## config.mk

```make
export PLATFORM = sky130hd
export DESIGN_NAME = control_unit_flat
export DESIGN_NICKNAME = d
export VERILOG_FILES = /design/src/rtl/control_unit_if.sv /design/src/rtl/control_unit.sv /design/src/flat_wrapper.sv
export SDC_FILE = /design/constraint.sdc
export NUM_CORES = 1
export LEC_CHECK = 0
export ABC_AREA = 1
export CORE_MARGIN = 2
export CORE_UTILIZATION = 41
export CTS_BUF_LIST = sky130_fd_sc_hd__clkbuf_4
export CTS_CLUSTER_DIAMETER = 60
export DETAILED_ROUTE_END_ITERATION = 7
export PLACE_DENSITY = 0.81
export SLEW_MARGIN = 20
export SYNTH_ARGS = -nofsm -noshare
export SYNTH_HDL_FRONTEND = slang
export SYNTH_SLANG_ARGS = --single-unit
```

## constraint.sdc

```tcl
create_clock -name clk -period 1.9 [get_ports clk]
set_input_delay 0.57 -clock clk [delete_from_list [all_inputs] [get_ports clk]]
set_output_delay 0.57 -clock clk [all_outputs]
set_load 0.005 [all_outputs]
```

## src/rtl/control_unit_if.sv

```systemverilog
// Instruction handshake between the instruction source and the sequencer.
// Latency: none, plain wires.
// Backpressure: the source holds instr/instrValid until ready is seen high.
interface control_unit_if;
    logic [15:0] instr;
    logic        instrValid;
    logic        ready;
    logic        done;
    logic        err;

    modport master (
        output instr,
        output instrValid,
        input  ready,
        input  done,
        input  err
    );

    modport slave (
        input  instr,
        input  instrValid,
        output ready,
        output done,
        output err
    );
endinterface

```

## src/rtl/control_unit.sv

```systemverilog
// Sequencer for the 16-bit single-bus datapath: decodes one instruction and walks its strobe sequence.
// Latency: done in cycle ALU 5, MOV 2, LOAD 5+w, STORE 4+w, OUT 2, IN 3, PC 2, NOP 1 after the accept edge.
// Backpressure: ready only in IDLE; memory states stall on MFC (bounded by MFC_TIMEOUT when CU_MFC_TIMEOUT_EN is defined).
module control_unit #(
    parameter int MFC_TIMEOUT = 16
) (
    input  logic         clk,
    input  logic         rst,
    control_unit_if.slave bus,
    input  logic         MFC,
    output logic [2:0]   opControl,
    output logic         ALUin0,
    output logic         ALUin1,
    output logic         ALUOutLatch,
    output logic         ALUOutEn,
    output logic         PCOutEn,
    output logic         r0Latch,
    output logic         r1Latch,
    output logic         r2Latch,
    output logic         r3Latch,
    output logic         r0Out,
    output logic         r1Out,
    output logic         r2Out,
    output logic         r3Out,
    output logic         memEN,
    output logic         memRW,
    output logic         MARin,
    output logic         MDRwriteEN,
    output logic         MDRreadEN,
    output logic         MDRout,
    output logic         p0Latch,
    output logic         p0Out,
    output logic         p1Latch,
    output logic         p1Out
);

    typedef enum logic [4:0] {
        IDLE, ALU_A, ALU_B, ALU_X, ALU_W, XFER,
        L_MAR, L_RD, L_LAT, L_WB,
        S_MAR, S_MDR, S_WR,
        P_OUT, P_SMP, P_WB, PC_WB, DONE
    } state_t;

    state_t     state, state_nxt;
    logic [7:0] ir;            // instr[15:8]; the low byte carries no information
    logic       err_q;
    logic       timeout_hit;
    logic       accept;

    logic [3:0] opcode;
    logic [1:0] rd, rs;
    logic [3:0] rd_hot, rs_hot;
    logic       rd_out_en, rs_out_en, rd_latch_en;
    logic [3:0] r_out, r_latch;

    logic       unused_instr_lo;
    assign unused_instr_lo = ^bus.instr[7:0];

    assign opcode = ir[7:4];
    assign rd     = ir[3:2];
    assign rs     = ir[1:0];
    assign rd_hot = 4'b0001 << rd;
    assign rs_hot = 4'b0001 << rs;

    assign accept    = (state == IDLE) && bus.instrValid;
    assign bus.ready = (state == IDLE);
    assign bus.done  = (state == DONE);
    assign bus.err   = (state == DONE) && err_q;

`ifdef CU_MFC_TIMEOUT_EN
    localparam int CW = $clog2(MFC_TIMEOUT + 1);
    logic [CW-1:0] wait_cnt;

    // Wait counter: zero outside the memory-wait states, counts MFC=0 cycles inside them
    always_ff @(posedge clk) begin
        if (rst) begin
            wait_cnt <= '0;
        end else if (state != L_RD && state != S_WR) begin
            wait_cnt <= '0;
        end else if (!MFC) begin
            wait_cnt <= wait_cnt + 1'b1;
        end
    end

    // Abort on the cycle whose MFC=0 would make the count reach the limit; MFC=1 wins
    assign timeout_hit = (state == L_RD || state == S_WR) && !MFC &&
                         (wait_cnt == CW'(MFC_TIMEOUT - 1));
`else
    logic [31:0] unused_timeout;
    assign unused_timeout = MFC_TIMEOUT;
    assign timeout_hit    = 1'b0;
`endif

    // State, instruction register and abort flag
    always_ff @(posedge clk) begin
        if (rst) begin
            state <= IDLE;
            ir    <= '0;
            err_q <= 1'b0;
        end else begin
            state <= state_nxt;
            err_q <= timeout_hit;
            if (accept) begin
                ir <= bus.instr[15:8];
            end
        end
    end

    // Next-state: decode from the offered word in IDLE, then fixed walk per opcode
    always_comb begin
        state_nxt = state;
        case (state)
            IDLE: begin
                if (bus.instrValid) begin
                    case (bus.instr[15:12])
                        4'h0, 4'h1, 4'h2, 4'h3,
                        4'h4, 4'h5, 4'h6, 4'h7: state_nxt = ALU_A;
                        4'h8:                   state_nxt = XFER;
                        4'h9:                   state_nxt = L_MAR;
                        4'hA:                   state_nxt = S_MAR;
                        4'hB:                   state_nxt = P_OUT;
                        4'hC:                   state_nxt = P_SMP;
                        4'hD:                   state_nxt = PC_WB;
                        default:                state_nxt = DONE;
                    endcase
                end
            end
            ALU_A: state_nxt = ALU_B;
            ALU_B: state_nxt = ALU_X;
            ALU_X: state_nxt = ALU_W;
            ALU_W: state_nxt = DONE;
            XFER:  state_nxt = DONE;
            L_MAR: state_nxt = L_RD;
            L_RD: begin
                if (MFC)              state_nxt = L_LAT;
                else if (timeout_hit) state_nxt = DONE;
            end
            L_LAT: state_nxt = L_WB;
            L_WB:  state_nxt = DONE;
            S_MAR: state_nxt = S_MDR;
            S_MDR: state_nxt = S_WR;
            S_WR: begin
                if (MFC || timeout_hit) state_nxt = DONE;
            end
            P_OUT: state_nxt = DONE;
            P_SMP: state_nxt = P_WB;
            P_WB:  state_nxt = DONE;
            PC_WB: state_nxt = DONE;
            DONE:  state_nxt = IDLE;
            default: state_nxt = IDLE;
        endcase
    end

    // Moore strobe decode from state and IR; at most one bus source per state
    always_comb begin
        opControl   = 3'b000;
        ALUin0      = 1'b0;
        ALUin1      = 1'b0;
        ALUOutLatch = 1'b0;
        ALUOutEn    = 1'b0;
        PCOutEn     = 1'b0;
        memEN       = 1'b0;
        memRW       = 1'b0;
        MARin       = 1'b0;
        MDRwriteEN  = 1'b0;
        MDRreadEN   = 1'b0;
        MDRout      = 1'b0;
        p0Latch     = 1'b0;
        p0Out       = 1'b0;
        p1Latch     = 1'b0;
        p1Out       = 1'b0;
        rd_out_en   = 1'b0;
        rs_out_en   = 1'b0;
        rd_latch_en = 1'b0;
        case (state)
            ALU_A: begin opControl = opcode[2:0]; rd_out_en = 1'b1; ALUin0 = 1'b1; end
            ALU_B: begin opControl = opcode[2:0]; rs_out_en = 1'b1; ALUin1 = 1'b1; end
            ALU_X: begin opControl = opcode[2:0]; ALUOutLatch = 1'b1; end
            ALU_W: begin opControl = opcode[2:0]; ALUOutEn = 1'b1; rd_latch_en = 1'b1; end
            XFER:  begin rs_out_en = 1'b1; rd_latch_en = 1'b1; end
            L_MAR: begin rs_out_en = 1'b1; MARin = 1'b1; end
            L_RD:  begin memEN = 1'b1; end
            L_LAT: begin memEN = 1'b1; MDRreadEN = 1'b1; end
            L_WB:  begin MDRout = 1'b1; rd_latch_en = 1'b1; end
            S_MAR: begin rs_out_en = 1'b1; MARin = 1'b1; end
            S_MDR: begin rd_out_en = 1'b1; MDRwriteEN = 1'b1; end
            S_WR:  begin memEN = 1'b1; memRW = 1'b1; end
            P_OUT: begin rd_out_en = 1'b1; p0Latch = 1'b1; end
            P_SMP: begin p1Latch = 1'b1; end
            P_WB:  begin p1Out = 1'b1; rd_latch_en = 1'b1; end
            PC_WB: begin PCOutEn = 1'b1; rd_latch_en = 1'b1; end
            default: ;
        endcase
    end

    assign r_out   = (rd_out_en ? rd_hot : 4'b0000) | (rs_out_en ? rs_hot : 4'b0000);
    assign r_latch = rd_latch_en ? rd_hot : 4'b0000;

    assign {r3Out, r2Out, r1Out, r0Out}         = r_out;
    assign {r3Latch, r2Latch, r1Latch, r0Latch} = r_latch;

endmodule

```

## src/flat_wrapper.sv

```systemverilog
// flat-port wrapper written by rule: the top's interface ports become plain ports
module control_unit_flat 
#(
    parameter int MFC_TIMEOUT = 16
)
  (clk, rst, MFC, opControl, ALUin0, ALUin1, ALUOutLatch, ALUOutEn, PCOutEn, r0Latch, r1Latch, r2Latch, r3Latch, r0Out, r1Out, r2Out, r3Out, memEN, memRW, MARin, MDRwriteEN, MDRreadEN, MDRout, p0Latch, p0Out, p1Latch, p1Out, bus_instr, bus_instrValid, bus_ready, bus_done, bus_err);
  control_unit_if bus_i ();
  input  logic clk;
  input  logic rst;
  input  logic MFC;
  output logic [2:0] opControl;
  output logic ALUin0;
  output logic ALUin1;
  output logic ALUOutLatch;
  output logic ALUOutEn;
  output logic PCOutEn;
  output logic r0Latch;
  output logic r1Latch;
  output logic r2Latch;
  output logic r3Latch;
  output logic r0Out;
  output logic r1Out;
  output logic r2Out;
  output logic r3Out;
  output logic memEN;
  output logic memRW;
  output logic MARin;
  output logic MDRwriteEN;
  output logic MDRreadEN;
  output logic MDRout;
  output logic p0Latch;
  output logic p0Out;
  output logic p1Latch;
  output logic p1Out;
  input wire logic [$bits(bus_i.instr)-1:0] bus_instr;
  input wire logic [$bits(bus_i.instrValid)-1:0] bus_instrValid;
  output wire logic [$bits(bus_i.ready)-1:0] bus_ready;
  output wire logic [$bits(bus_i.done)-1:0] bus_done;
  output wire logic [$bits(bus_i.err)-1:0] bus_err;
  assign bus_i.instr = bus_instr;
  assign bus_i.instrValid = bus_instrValid;
  assign bus_ready = bus_i.ready;
  assign bus_done = bus_i.done;
  assign bus_err = bus_i.err;
  control_unit #(.MFC_TIMEOUT(MFC_TIMEOUT)) u_core (.clk(clk), .rst(rst), .bus(bus_i), .MFC(MFC), .opControl(opControl), .ALUin0(ALUin0), .ALUin1(ALUin1), .ALUOutLatch(ALUOutLatch), .ALUOutEn(ALUOutEn), .PCOutEn(PCOutEn), .r0Latch(r0Latch), .r1Latch(r1Latch), .r2Latch(r2Latch), .r3Latch(r3Latch), .r0Out(r0Out), .r1Out(r1Out), .r2Out(r2Out), .r3Out(r3Out), .memEN(memEN), .memRW(memRW), .MARin(MARin), .MDRwriteEN(MDRwriteEN), .MDRreadEN(MDRreadEN), .MDRout(MDRout), .p0Latch(p0Latch), .p0Out(p0Out), .p1Latch(p1Latch), .p1Out(p1Out));
endmodule
```

# --- After elaboration in Yosys (flattened, before gate mapping) ---
# Memory sizes are Yosys's and may differ from the RTL's.
# Cells that the tools add are included.
classes:
  n_mux: 25
  shifts: 2
  n_eq_ne: 20
  n_bitwise: 1
  reduce_logical: 10
op_table:
  columns: ["operator", "count"]
  rows:
  - ["$pmux 5 s12", 1]
  - ["$eq 5x4->1 const B", 8]
  - ["$eq 5x3->1 const B", 4]
  - ["$mux 1", 17]
  - ["$mux 5", 3]
  - ["$mux 4", 3]
  - ["$eq 5x2->1 const B", 2]
  - ["$eq 5x5->1 const B", 2]
  - ["$reduce_or 4->1", 2]
  - ["$shl 1x2->4 const A", 2]
  - ["$ne 2x2->1 const B", 3]
  - ["$reduce_or 3->1", 2]
  - ["$reduce_or 6->1", 1]
  - ["$eq 5x1->1 const B", 1]
  - ["$logic_not 5->1", 1]
  - ["$reduce_or 5->1", 1]
  - ["$or 4x4->4", 1]
  - ["$mux 3", 1]
  - ["$reduce_and 3->1", 1]
  - ["$reduce_or 2->1", 1]
  - ["$logic_and 1x1->1", 1]
totals:
  n_memories: 1
  romBits: 80
  word_cells: 61
  register_bits: 12
  in_bits: 20
  output_inout_bits: 29
mem_list:
  columns: ["name", "depth", "width", "rd", "rd_clocked_by_memory_dff", "wr", "line_no", "rtl"]
  rows:
  - ["(name not given)", 16, 5, 1, 0, 0, "control_unit.sv:115", "case (bus.instr[15:12])"]

# --- Depth between registers and ports, before layout ---
depth:
  word_depth: 5
  ltp_mapped: 11
  depth_no_buf: 11

# --- Worst setup path after synthesis ---
# OpenSTA, ideal clock, no wires.
synth_timing:
  kind: "register to output"
  start: "register u_core.state[4]"
  end: "output port r2Out"
  stages_incl_launch_ff: 6
  setup_slack_ns: 0.171
  path_buffers: 0
  arrival_time_ns: 1.159
  required_ns: 1.330
  path_cell_list: "dfxtp_1 inv_2 nand3_1 nor2_1 nor3_1 o21ai_0"
synth_via:
  elab_chain_cells: 5
  word_cells_on_any_way: 14
  classes_between: "eq/ne: 7; mux: 4; bitwise: 1; reduce/logical: 2"
synth_lines:
  columns: ["item", "line_no", "rtl"]
  rows:
  - ["from (decl)", "control_unit.sv:44", "state_t state, state_nxt;"]
  - ["from (signal assigned)", "control_unit.sv:101", "state <= state_nxt;"]
  - ["$eq 5x2->1, or another cell as far along", "control_unit.sv:175", "case (state)"]
  - ["$reduce_or 4->1 (no source line) / $reduce_or 3->1 (equally long branches)", null, null]
  - ["$mux 1", "control_unit.sv:175", null]
  - ["$mux 4", "control_unit.sv:196", "assign r_out = (rd_out_en ? rd_hot : 4'b0000) | (rs_out_en ? rs_hot : 4'b0000);"]
  - ["$or 4x4->4 *", "control_unit.sv:196", null]
  - ["to (decl)", "flat_wrapper.sv:23", "output logic r2Out;"]
# Every way passes the cells marked *; elsewhere a longest branch is shown, timed or not.

# --- Worst setup path in the final report ---
layout_timing:
  start: "register u_core.state[4]"
  end: "output port MDRwriteEN"
layout_via:
  elab_chain_cells: 2
layout_lines:
  columns: ["item", "line_no", "rtl"]
  rows:
  - ["$eq 5x4->1", "control_unit.sv:175", null]
  - ["$mux 1", "control_unit.sv:175", null]
  - ["to (decl)", "flat_wrapper.sv:28", "output logic MDRwriteEN;"]
# No other way between the ends.

==> reports/results.ini <==
[worst_setup_path]
reg2reg_slack_ps = 150
worst-setup-path-type = register to primary output
crit_arrival_ps = 1700
crit-reg2reg-launch = u_core.state[1]$_SDFFE_PP0P_
timing.rr.end = u_core.state[0]$_SDFFE_PP0P_
cp-end-kind = primary output
worstPathMaxFanout = 4
r2r_cells = 12
critPathLaunchType = register
cp.required_ps = 1330

[sta]
finalCriticalPeriod_ps = 2270
report.final.setup_viol = 24
max_freq_mhz = 441
hold_violations = 0
fin_skew_ps = 0.620
worst_slew_pin_slew_ps = 535
slew_headroom_pct = 64.2
slew_viol_final = 0
rsz0062_at_grt = true
tns_ps = -4810
period_share_pct = 119
setup_slack_ps = -367

[final_layout]
area_growth_pct = 100
nNetsFinal = 272
final_cell_mix = 40 x buf_4, 19 x inv_1, 17 x nand2_1
final_common_cell = buf_4
drive_above_1_share_pct = 55.8
fillers = 123
n_antenna_cell = 0

[hold_path]
whs_endpoint = u_core.ir[6]$_SDFFE_PP0P_
hp-class = register to register
hold_depth = 2
min-delay-start = u_core.ir[6]$_SDFFE_PP0P_

[drt]
avgViaCountPerCell = 5.45
drc_errors = 0
drt_iter0_drc = 45
ant_nets = 0
vias = 1510
wl_mm = 4.45
wl_per_cell_um = 16.1
drtPass1Iterations = 4

[die]
die_y_um = 53.2
io_pins = 49
core_um2 = 2250
die_w_um = 53.2
die_area_um2 = 2830
rows = 17
start_util_pct = 44.0

[global_routing]
antenna_found_initial = 0
overflow = 0
grt_pass1_wl_mm = 6.08
grt_max_degree = 14
grt_pass1_vias = 1434
track_usage_pct = 29.9

[synthesis]
synth_seq_cells = 12
synthDistinctLibCells = 27
yosysWarnings = 0
synth_area_um2 = 991
seq_area_frac_synth_pct = 24.2
synth_area_per_cell_um2 = 6.23
syn_inst = 159

[clocking]
cts_tree = built
root_buffer = clkbuf_4
clkSinkCount = 12
cts_max_path_buffers = 2
htree_num_levels = 1
clock_latency_ps = 290
cts_made_buffers = 3
holdBufCountCts = 0
clkTransAtPathRegs_ps = 90

[run_status]
failed_checks = negative setup slack
status = finished, violations left

[placed_design]
io_buffers = 38
dp_hpwl_mm = 2.73
place.gp.congestion = 0.908

[pwr]
ir_drop_v = 0.00108
p_per_area_nw_per_um2 = 1270
report.power.total_mw = 2.52
leakage_nw = 0.976

[run]
cap_violations = 0

## kinds of logic after synthesis
kind of cell	count (synthesis)	synth area share, %
AND/OR/NAND/NOR	92	43.9
buffers and inverters	29	12.5
AO/OA/AOI/OAI	23	16.4
flip-flops	12	24.2
adder cells (fa/ha/maj)	2	2.52
other	1	0.378
## through the flow
step	cells	cell area [µm²]	hold slack, ps	setup WS (ps)	utilization [%]
2_1_floorplan	160	995	438	171	-
3_3_place_gp	262	1680	461	-389	74.5
3_5_place_dp	262	1680	470	-459	74.5
4_1_cts	271	1840	490	-258	81.7
5_1_grt	277	1980	525	-384	88.0
6_report	277	1980	499	-367	88.0
## final cells by class
class	count	area [µm²]	share of cell area (%)
timing repair buffer	89	731	36.8
inverter	25	96.3	4.85
clock inverter	1	3.75	0.189
clock buffer	3	22.5	1.13
sequential	12	256	12.9
multi-input combinational	119	840	42.3
tap	28	35.0	1.77
## worst max-delay path by stage
| stage | startpoint | endpoint | slack [ps] | depth (start not counted) |
|---|---|---|---|---|
| final | u_core.state[4]$_SDFFE_PP0P_ | MDRwriteEN | -370 | 5 |
| after global routing | u_core.state[4]$_SDFFE_PP0P_ | MDRwriteEN | -380 | 5 |
| after CTS | u_core.state[2]$_SDFFE_PP0P_ | r3Latch | -260 | 9 |
| after detailed placement | u_core.state[0]$_SDFFE_PP0P_ | r1Out | -460 | 6 |
| after global placement | u_core.state[0]$_SDFFE_PP0P_ | r0Out | -390 | 6 |
| after floorplan | u_core.state[4]$_SDFFE_PP0P_ | r2Out | 170 | 5 |
## registers in the layout, summed over array words and instances (netlist names)
| name | count |
|---|---|
| u_core.ir | 7 |
| u_core.state | 5 |
## routing by layer
layer	vias to the layer above	share of wire, %	track usage [%]
met3	22	6.2	6.78
li1	693	-	-
met5	-	0	0
met2	75	52	57.1
met4	0	4.9	8.97
met1	720	37	32.0
## timing repair
action                     4_1_cts  5_1_grt
pin swaps                       13       13
setup endpoints to repair       27       27
gates cloned                     0        0
setup buffers                    6        8
resized for setup              120       46
## synthesized netlist by cell type
cell / number / area share, %
a21oi_2: 1 / 0.88
nor2_4: 2 / 2.3
nand2_4: 1 / 1.1
ha_1: 2 / 2.5
nor3_1: 6 / 3.0
o21ai_0: 5 / 2.5
nand2_1: 28 / 11
nand2_2: 2 / 1.3
o22ai_1: 1 / 0.63
a211oi_2: 4 / 5.1
nand3b_1: 1 / 0.76
a21oi_1: 7 / 3.5
o31ai_1: 2 / 1.5
nor2_1: 31 / 12
inv_1: 24 / 9.1
buf_4: 2 / 1.5
nand4_1: 4 / 2.5
dfxtp_1: 12 / 24
nand3_1: 12 / 6.1
clkbuf_1: 1 / 0.38
or2_2: 2 / 1.3
nor2_8: 1 / 2.0
a211oi_1: 3 / 2.3
nor2_2: 2 / 1.3
conb_1: 1 / 0.38
buf_6: 1 / 1.1
inv_2: 1 / 0.38
## critical path: stages (launching register included)
cell and delay (ps):
dfxtp_4 380, nor2_4 110, nand2_2 120, nor2_2 160
buf_4 140, clkdlybuf4s50_1 500
## power by group
| group | internal (mW) | switching (mW) | total (mW) |
|---|---|---|---|
| registers | 0.349 | 0.119 | 0.468 |
| clock network | 0.0765 | 0.103 | 0.180 |
| logic | 0.883 | 0.989 | 1.87 |
(Power assumes the default switching activity.)
